[src/rtl/prim_ram_1p_pkg.sv]
// Shared types for the request-driven single-port RAM front end.
package prim_ram_1p_pkg;

    typedef enum logic {
        StInit = 1'b0,
        StIdle = 1'b1
    } ram_state_e;

    // Command presented to the RAM; init selects counter/pattern over host fields.
    typedef struct packed {
        logic req;
        logic write;
        logic init;
    } ram_cmd_t;

    localparam int unsigned RspFifoDepth = 2;

    function automatic logic [1:0] occupancy(input logic inflight, input logic [1:0] count);
        return {1'b0, inflight} + count;
    endfunction

endpackage

[src/rtl/prim_fifo_sync.sv]
// Small synchronous FIFO. The writer keeps occupancy within Depth; a write
// at full is taken only when a pop happens in the same cycle.
module prim_fifo_sync #(
    parameter int unsigned Width = 32,
    parameter bit          Pass  = 1'b0,
    parameter int unsigned Depth = 2,
    localparam int unsigned DepthW = $clog2(Depth + 1)
) (
    input  logic              clk_i,
    input  logic              rst_ni,
    input  logic              wvalid_i,
    input  logic [Width-1:0]  wdata_i,
    output logic              rvalid_o,
    input  logic              rready_i,
    output logic [Width-1:0]  rdata_o,
    output logic [DepthW-1:0] depth_o
);

    localparam int unsigned PtrW = (Depth > 1) ? $clog2(Depth) : 1;

    logic [Width-1:0]  mem_q [Depth];
    logic [PtrW-1:0]   wptr_q, wptr_d, rptr_q, rptr_d;
    logic [DepthW-1:0] cnt_q, cnt_d;
    logic              empty, full, push, pop, pass_through;

    function automatic logic [PtrW-1:0] ptr_inc(input logic [PtrW-1:0] p);
        return (p == PtrW'(Depth - 1)) ? '0 : p + PtrW'(1);
    endfunction

    assign empty        = (cnt_q == '0);
    assign full         = (cnt_q == DepthW'(Depth));
    assign pass_through = Pass && empty;
    assign pop          = !empty && rready_i;
    assign push         = wvalid_i && (!full || pop) && !(pass_through && rready_i);
    assign rvalid_o     = !empty || (pass_through && wvalid_i);
    assign rdata_o      = pass_through ? wdata_i : mem_q[rptr_q];
    assign depth_o      = cnt_q;

    always_comb begin
        cnt_d  = cnt_q;
        wptr_d = wptr_q;
        rptr_d = rptr_q;
        if (push) wptr_d = ptr_inc(wptr_q);
        if (pop)  rptr_d = ptr_inc(rptr_q);
        case ({push, pop})
            2'b10:   cnt_d = cnt_q + DepthW'(1);
            2'b01:   cnt_d = cnt_q - DepthW'(1);
            default: cnt_d = cnt_q;
        endcase
    end

    always_ff @(posedge clk_i or negedge rst_ni) begin
        if (!rst_ni) begin
            cnt_q  <= '0;
            wptr_q <= '0;
            rptr_q <= '0;
        end else begin
            cnt_q  <= cnt_d;
            wptr_q <= wptr_d;
            rptr_q <= rptr_d;
        end
    end

    always_ff @(posedge clk_i) begin
        if (push) mem_q[wptr_q] <= wdata_i;
    end

endmodule

[src/rtl/prim_ram_1p_req.sv]
// Valid/ready host front end for a single-port RAM with 1-cycle read latency,
// including whole-array initialisation to a fixed pattern.
module prim_ram_1p_req
    import prim_ram_1p_pkg::*;
#(
    parameter int unsigned      Width       = 32,
    parameter int unsigned      Depth       = 128,
    parameter logic [Width-1:0] InitPattern = '0,
    localparam int unsigned     Aw          = $clog2(Depth)
) (
    input  logic             clk_i,
    input  logic             rst_ni,
    input  logic             req_valid_i,
    output logic             req_ready_o,
    input  logic             req_write_i,
    input  logic [Aw-1:0]    req_addr_i,
    input  logic [Width-1:0] req_wdata_i,
    input  logic [Width-1:0] req_wmask_i,
    output logic             rsp_valid_o,
    input  logic             rsp_ready_i,
    output logic [Width-1:0] rsp_rdata_o,
    input  logic             init_req_i,
    output logic             init_done_o,
    output logic             ram_req_o,
    output logic             ram_write_o,
    output logic [Aw-1:0]    ram_addr_o,
    output logic [Width-1:0] ram_wdata_o,
    output logic [Width-1:0] ram_wmask_o,
    input  logic [Width-1:0] ram_rdata_i
);

    ram_state_e    state_q, state_d;
    logic [Aw-1:0] init_addr_q, init_addr_d;
    logic          inflight_q, inflight_d;
    logic          init_pend_q, init_pend_d;
    logic [1:0]    fifo_depth;
    logic          req_fire, init_want;
    ram_cmd_t      cmd;

    always_comb begin
        state_d     = state_q;
        init_addr_d = init_addr_q;
        init_pend_d = 1'b0;
        req_ready_o = 1'b0;
        init_done_o = 1'b0;
        cmd         = '0;
        init_want   = init_req_i || init_pend_q;
        case (state_q)
            StInit: begin
                cmd = '{req: 1'b1, write: 1'b1, init: 1'b1};
                if (init_addr_q == Aw'(Depth - 1)) state_d = StIdle;
                else                               init_addr_d = init_addr_q + Aw'(1);
            end
            StIdle: begin
                init_done_o = 1'b1;
                // Readiness looks only at stored/inflight responses, never at rsp_ready_i.
                req_ready_o = !init_want && (occupancy(inflight_q, fifo_depth) < 2'd2);
                if (init_want) begin
                    if (inflight_q) begin
                        init_pend_d = 1'b1;
                    end else begin
                        state_d     = StInit;
                        init_addr_d = '0;
                    end
                end
            end
            default: state_d = StInit;
        endcase
        req_fire = req_valid_i && req_ready_o;
        if (req_fire) cmd = '{req: 1'b1, write: req_write_i, init: 1'b0};
        inflight_d = req_fire && !req_write_i;
    end

    assign ram_req_o   = cmd.req;
    assign ram_write_o = cmd.write;
    assign ram_addr_o  = cmd.init ? init_addr_q : req_addr_i;
    assign ram_wdata_o = cmd.init ? InitPattern : req_wdata_i;
    assign ram_wmask_o = cmd.init ? {Width{1'b1}} : req_wmask_i;

    always_ff @(posedge clk_i or negedge rst_ni) begin
        if (!rst_ni) begin
            state_q     <= StInit;
            init_addr_q <= '0;
            inflight_q  <= 1'b0;
            init_pend_q <= 1'b0;
        end else begin
            state_q     <= state_d;
            init_addr_q <= init_addr_d;
            inflight_q  <= inflight_d;
            init_pend_q <= init_pend_d;
        end
    end

    prim_fifo_sync #(
        .Width (Width),
        .Pass  (1'b0),
        .Depth (RspFifoDepth)
    ) u_rsp_fifo (
        .clk_i    (clk_i),
        .rst_ni   (rst_ni),
        .wvalid_i (inflight_q),
        .wdata_i  (ram_rdata_i),
        .rvalid_o (rsp_valid_o),
        .rready_i (rsp_ready_i),
        .rdata_o  (rsp_rdata_o),
        .depth_o  (fifo_depth)
    );

endmodule
[config.mk]
export PLATFORM = sky130hd
export DESIGN_NAME = prim_ram_1p_req
export DESIGN_NICKNAME = d
export VERILOG_FILES = /design/src/rtl/prim_ram_1p_pkg.sv /design/src/rtl/prim_fifo_sync.sv /design/src/rtl/prim_ram_1p_req.sv
export SDC_FILE = /design/constraint.sdc
export NUM_CORES = 1
export LEC_CHECK = 0
export ABC_AREA = 1
export CAP_MARGIN = 20
export CORE_ASPECT_RATIO = 1.2
export CORE_MARGIN = 2
export CORE_UTILIZATION = 38
export CTS_CLUSTER_DIAMETER = 30
export DETAILED_ROUTE_END_ITERATION = 16
export GPL_ROUTABILITY_DRIVEN = 0
export GPL_TIMING_DRIVEN = 0
export HOLD_SLACK_MARGIN = 0.15
export PLACE_DENSITY_LB_ADDON = 0.2
export SYNTH_ARGS = -nofsm -noshare
export SYNTH_HDL_FRONTEND = slang
export SYNTH_HIERARCHICAL = 1
export SYNTH_SLANG_ARGS = --single-unit
export TNS_END_PERCENT = 1
[constraint.sdc]
create_clock -name clk_i -period 3.6 [get_ports clk_i]
set_clock_uncertainty 0.1 [all_clocks]
set_input_delay 0.54 -clock clk_i [delete_from_list [all_inputs] [get_ports clk_i]]
set_output_delay 0.54 -clock clk_i [all_outputs]
set_load 0.01 [all_outputs]
==> results.md <==
- Initial antenna violation count: 0
- Final period utilization: between 70% and 80%
- DP HPWL: 7.79 mm
- Rows: 39
- Commonest cells after routing, fill and taps aside: clkdlybuf4s50_1, nand2_1, edfxtp_1
- Critical Path Sink Type: output pin
- Core Region: 9470 um2
- Max Clk Rate: around 380 MHz
- First-pass GRT wire length: between 15 and 20 mm
- H-Tree Level Count: 3
- Die H: 112 um
- Switch share: about 32%
- Num CTS Buffers: 9
- WP data arrival: 1990 ps
- RSZ-0062 raised after global routing: no
- Routed vias/inst: between 4 and 5
- Library cells used by synthesis: 27
- Mapped Nets: around 500
- # IOs: between 200 and 250
- Worst Path Required: a little under 3000 ps
- Psw: roughly 1.1 mW
- First drt pass iteration count: 4
- Combinational share of power: between 40% and 50%
- Status: finished, final reports clean
- CP Depth: 4
- Cell-internal power: between 2 and 2.5 mW
- DP Worst Slack: ~960 ps
- Reg2reg path depth: 4
- Post-synthesis cell area: 3680 um2
- Clk pwr share: between 20% and 30%
- CP Cell Sequence: inv_2, clkbuf_1, or2_2, clkdlybuf4s50_1
- Hold bufs inserted after CTS: 0
- P_leak: approximately 2.7 nW
- Synth Instances: 391
- Setup slack after layout: a little under 1000 ps
- Final setup violation count: 0
- Layout Cells excl Fill: ~750
- Nets: about 730
- Pin count of the biggest net entering global routing: 33
- Routed len/inst: roughly 13 um
- Fin. Hold Viols: 0
- Clock Tree Root: clkbuf_16
- Reg power frac: about a third
- Number of setup buffers added after CTS: 0
- Crit-path max FO: 10
- ANT nets after route: 0
- Post_cts resized: 0
- Sequential cell area: between 2000 and 2500 um2
- Final Max Slew Viols: 0
- Starting Density: between 30 and 40%
- Hold path cells: 2
- CP top delay family: buffers and inverters
- # port buffers: roughly 220
- Layout cell share with drive strength beyond 1: 11.7%
- Worst Setup Start Kind: flop
- Worst VDD drop: 0.215 mV
- CTS tree: built
- CTS Buffer Depth: 2
- Buf+Inv Stages, Crit Path: 3
- Sink Count: 78
- Kind of critical path: flop to output pin
- Clock latency on the worst-skew pair: about 330 ps
- Final total power: ~3.4 mW
- Syn Area/Cell: between 9 and 10 um2
- Initial DRC Count: 95
- Min cycle time layout: approximately 2600 ps
- Final core occ: between 60 and 70%
- #FFs+latches synth: 78
- Sequential share of the synthesized area: 61.7%
- Max_cap viols: 0
- Area of the die: approximately 10,000 um2
- Slowest stage delay, CP: about 540 ps
- Post-Layout Inst Area: roughly 6300 um2
- Routed vias: 3,286
- HP Class: flop to flop
- Total Routed Length: slightly below 10 mm
- Worst-Margin Slew: about 960 ps
- Synth-to-layout area growth: 71.4%
- Area after DPL: 6030 um2
- Layout fillers: between 700 and 800
- Reg clk slew, reported paths: roughly 50 ps
- N_diodes: 0
- Pwr Density: between 500 and 600 nW/um2
- # DRC: 0
- Critical-path top delay cell: clkdlybuf4s50_1
- Multi-input logic area: around 1200 um2
- Cells after DPL: around 730
- Worst slew margin: 36.1%
- Total Routing Usage GR: about a fifth
- Yosys warnings: 6
- Vias in the first global route: 3,338
- Grt ovf: 0
- Die width: roughly 94 um
- Most common cell after layout, fill and taps aside: clkdlybuf4s50_1
[power by group through the flow]
stage | clock [mW] | sequential (mW) | combinational (mW)
4_1_cts | 0.865 | 1.12 | 1.44
5_1_grt | 0.893 | 1.13 | 1.56
3_5_place_dp | 0 | 1.14 | 1.42
6_report | 0.843 | 1.12 | 1.41
2_1_floorplan | 0 | 1.12 | 0.687
3_3_place_gp | 0 | 1.13 | 1.40
[tightest hold or removal path, delay by kind of cell, from the launching register on]
kind             cells  cell delay [ps]
AO/OA/AOI/OAI        1               40
AND/OR/NAND/NOR      1              100
flip-flops           1              350
[registers in the layout, summed over array words and instances, names as in the netlist]
register,cells
init_addr_q,7
state_q,1
u_rsp_fifo/wptr_q,1
init_pend_q,1
u_rsp_fifo/rptr_q,1
u_rsp_fifo/mem_q,64
inflight_q,1
u_rsp_fifo/depth_o,2
[stage by stage]
step                      setup TNS (ps)  hold WS, ps
after floorplan                        0          144
after global placement            -21690          394
after detailed placement               0          418
after CTS                              0          441
after global routing                   0          462
final                                  0          431
[synth_stat cells]
master    instances  area, um2
nand2_4           2       22.5
nand4_1           2       12.5
clkbuf_1          4       15.0
ha_1              1       12.5
nor2_1           16       60.1
inv_2             3       11.3
buf_2            12       60.1
or2_1             3       18.8
nor2_4            1       11.3
o21ai_2           1       8.76
o21ai_4           1       16.3
edfxtp_1         64       1920
a21oi_1           1       5.00
or2_2            29        181
nand3_4           1       17.5
dfrtp_1          14        350
xor2_1            4       35.0
o21ai_1           2       10.0
inv_4             1       6.26
o21ai_0           9       45.0
nor3_1            2       10.0
a31oi_1           1       6.26
nand2_2           4       25.0
nand3_1           7       35.0
inv_1            44        165
nand3_2           2       20.0
nand2_1         160        601
[routing by layer]
| layer | vias to the layer above | global-route usage, % | wire [um] |
|---|---|---|---|
| met5 | - | 0 | 0 |
| met4 | 0 | 7.92 | 195 |
| met3 | 15 | 5.89 | 821 |
| met2 | 135 | 34.4 | 5190 |
| met1 | 1459 | 20.7 | 3730 |
| li1 | 1677 | - | - |
[path summary, 6_finish.rpt]
kind | startpoint | slack (ps) | end
setup / recovery | state_q | 970 | ram_wmask_o[30]
min in group asynchronous | rst_ni | 510 | u_rsp_fifo/depth_o[1]
hold / removal | init_addr_q[6] | 430 | init_addr_q[6]
hold reg to reg | init_addr_q[6] | 430 | init_addr_q[6]
max in group asynchronous | rst_ni | 2470 | inflight_q
setup reg to reg | u_rsp_fifo/depth_o[0] | 1640 | u_rsp_fifo/mem_q[1][13]
[logic make-up (layout without fill, tap and decap cells)]
kind of cell    after synthesis  in the layout  share of synthesized area, %
xor+xnor                      4              4                         0.951
flops                        78             78                          61.7
buf+inv                      64            296                          7.00
fa+ha+maj                     1              1                         0.340
compound gates               15             15                          2.48
simple gates                229            229                          27.5
[area by class of cell]
class | instances | share of cell area (%)
multi-input combinational | 249 | 18.5
tap | 123 | 2.44
inverter | 48 | 2.89
clock inverter | 5 | 0.812
buffer | 16 | 1.19
sequential | 78 | 36.0
clock buffer | 10 | 3.63
timing repair buffer | 217 | 34.6
(Power assumes the default switching activity.)
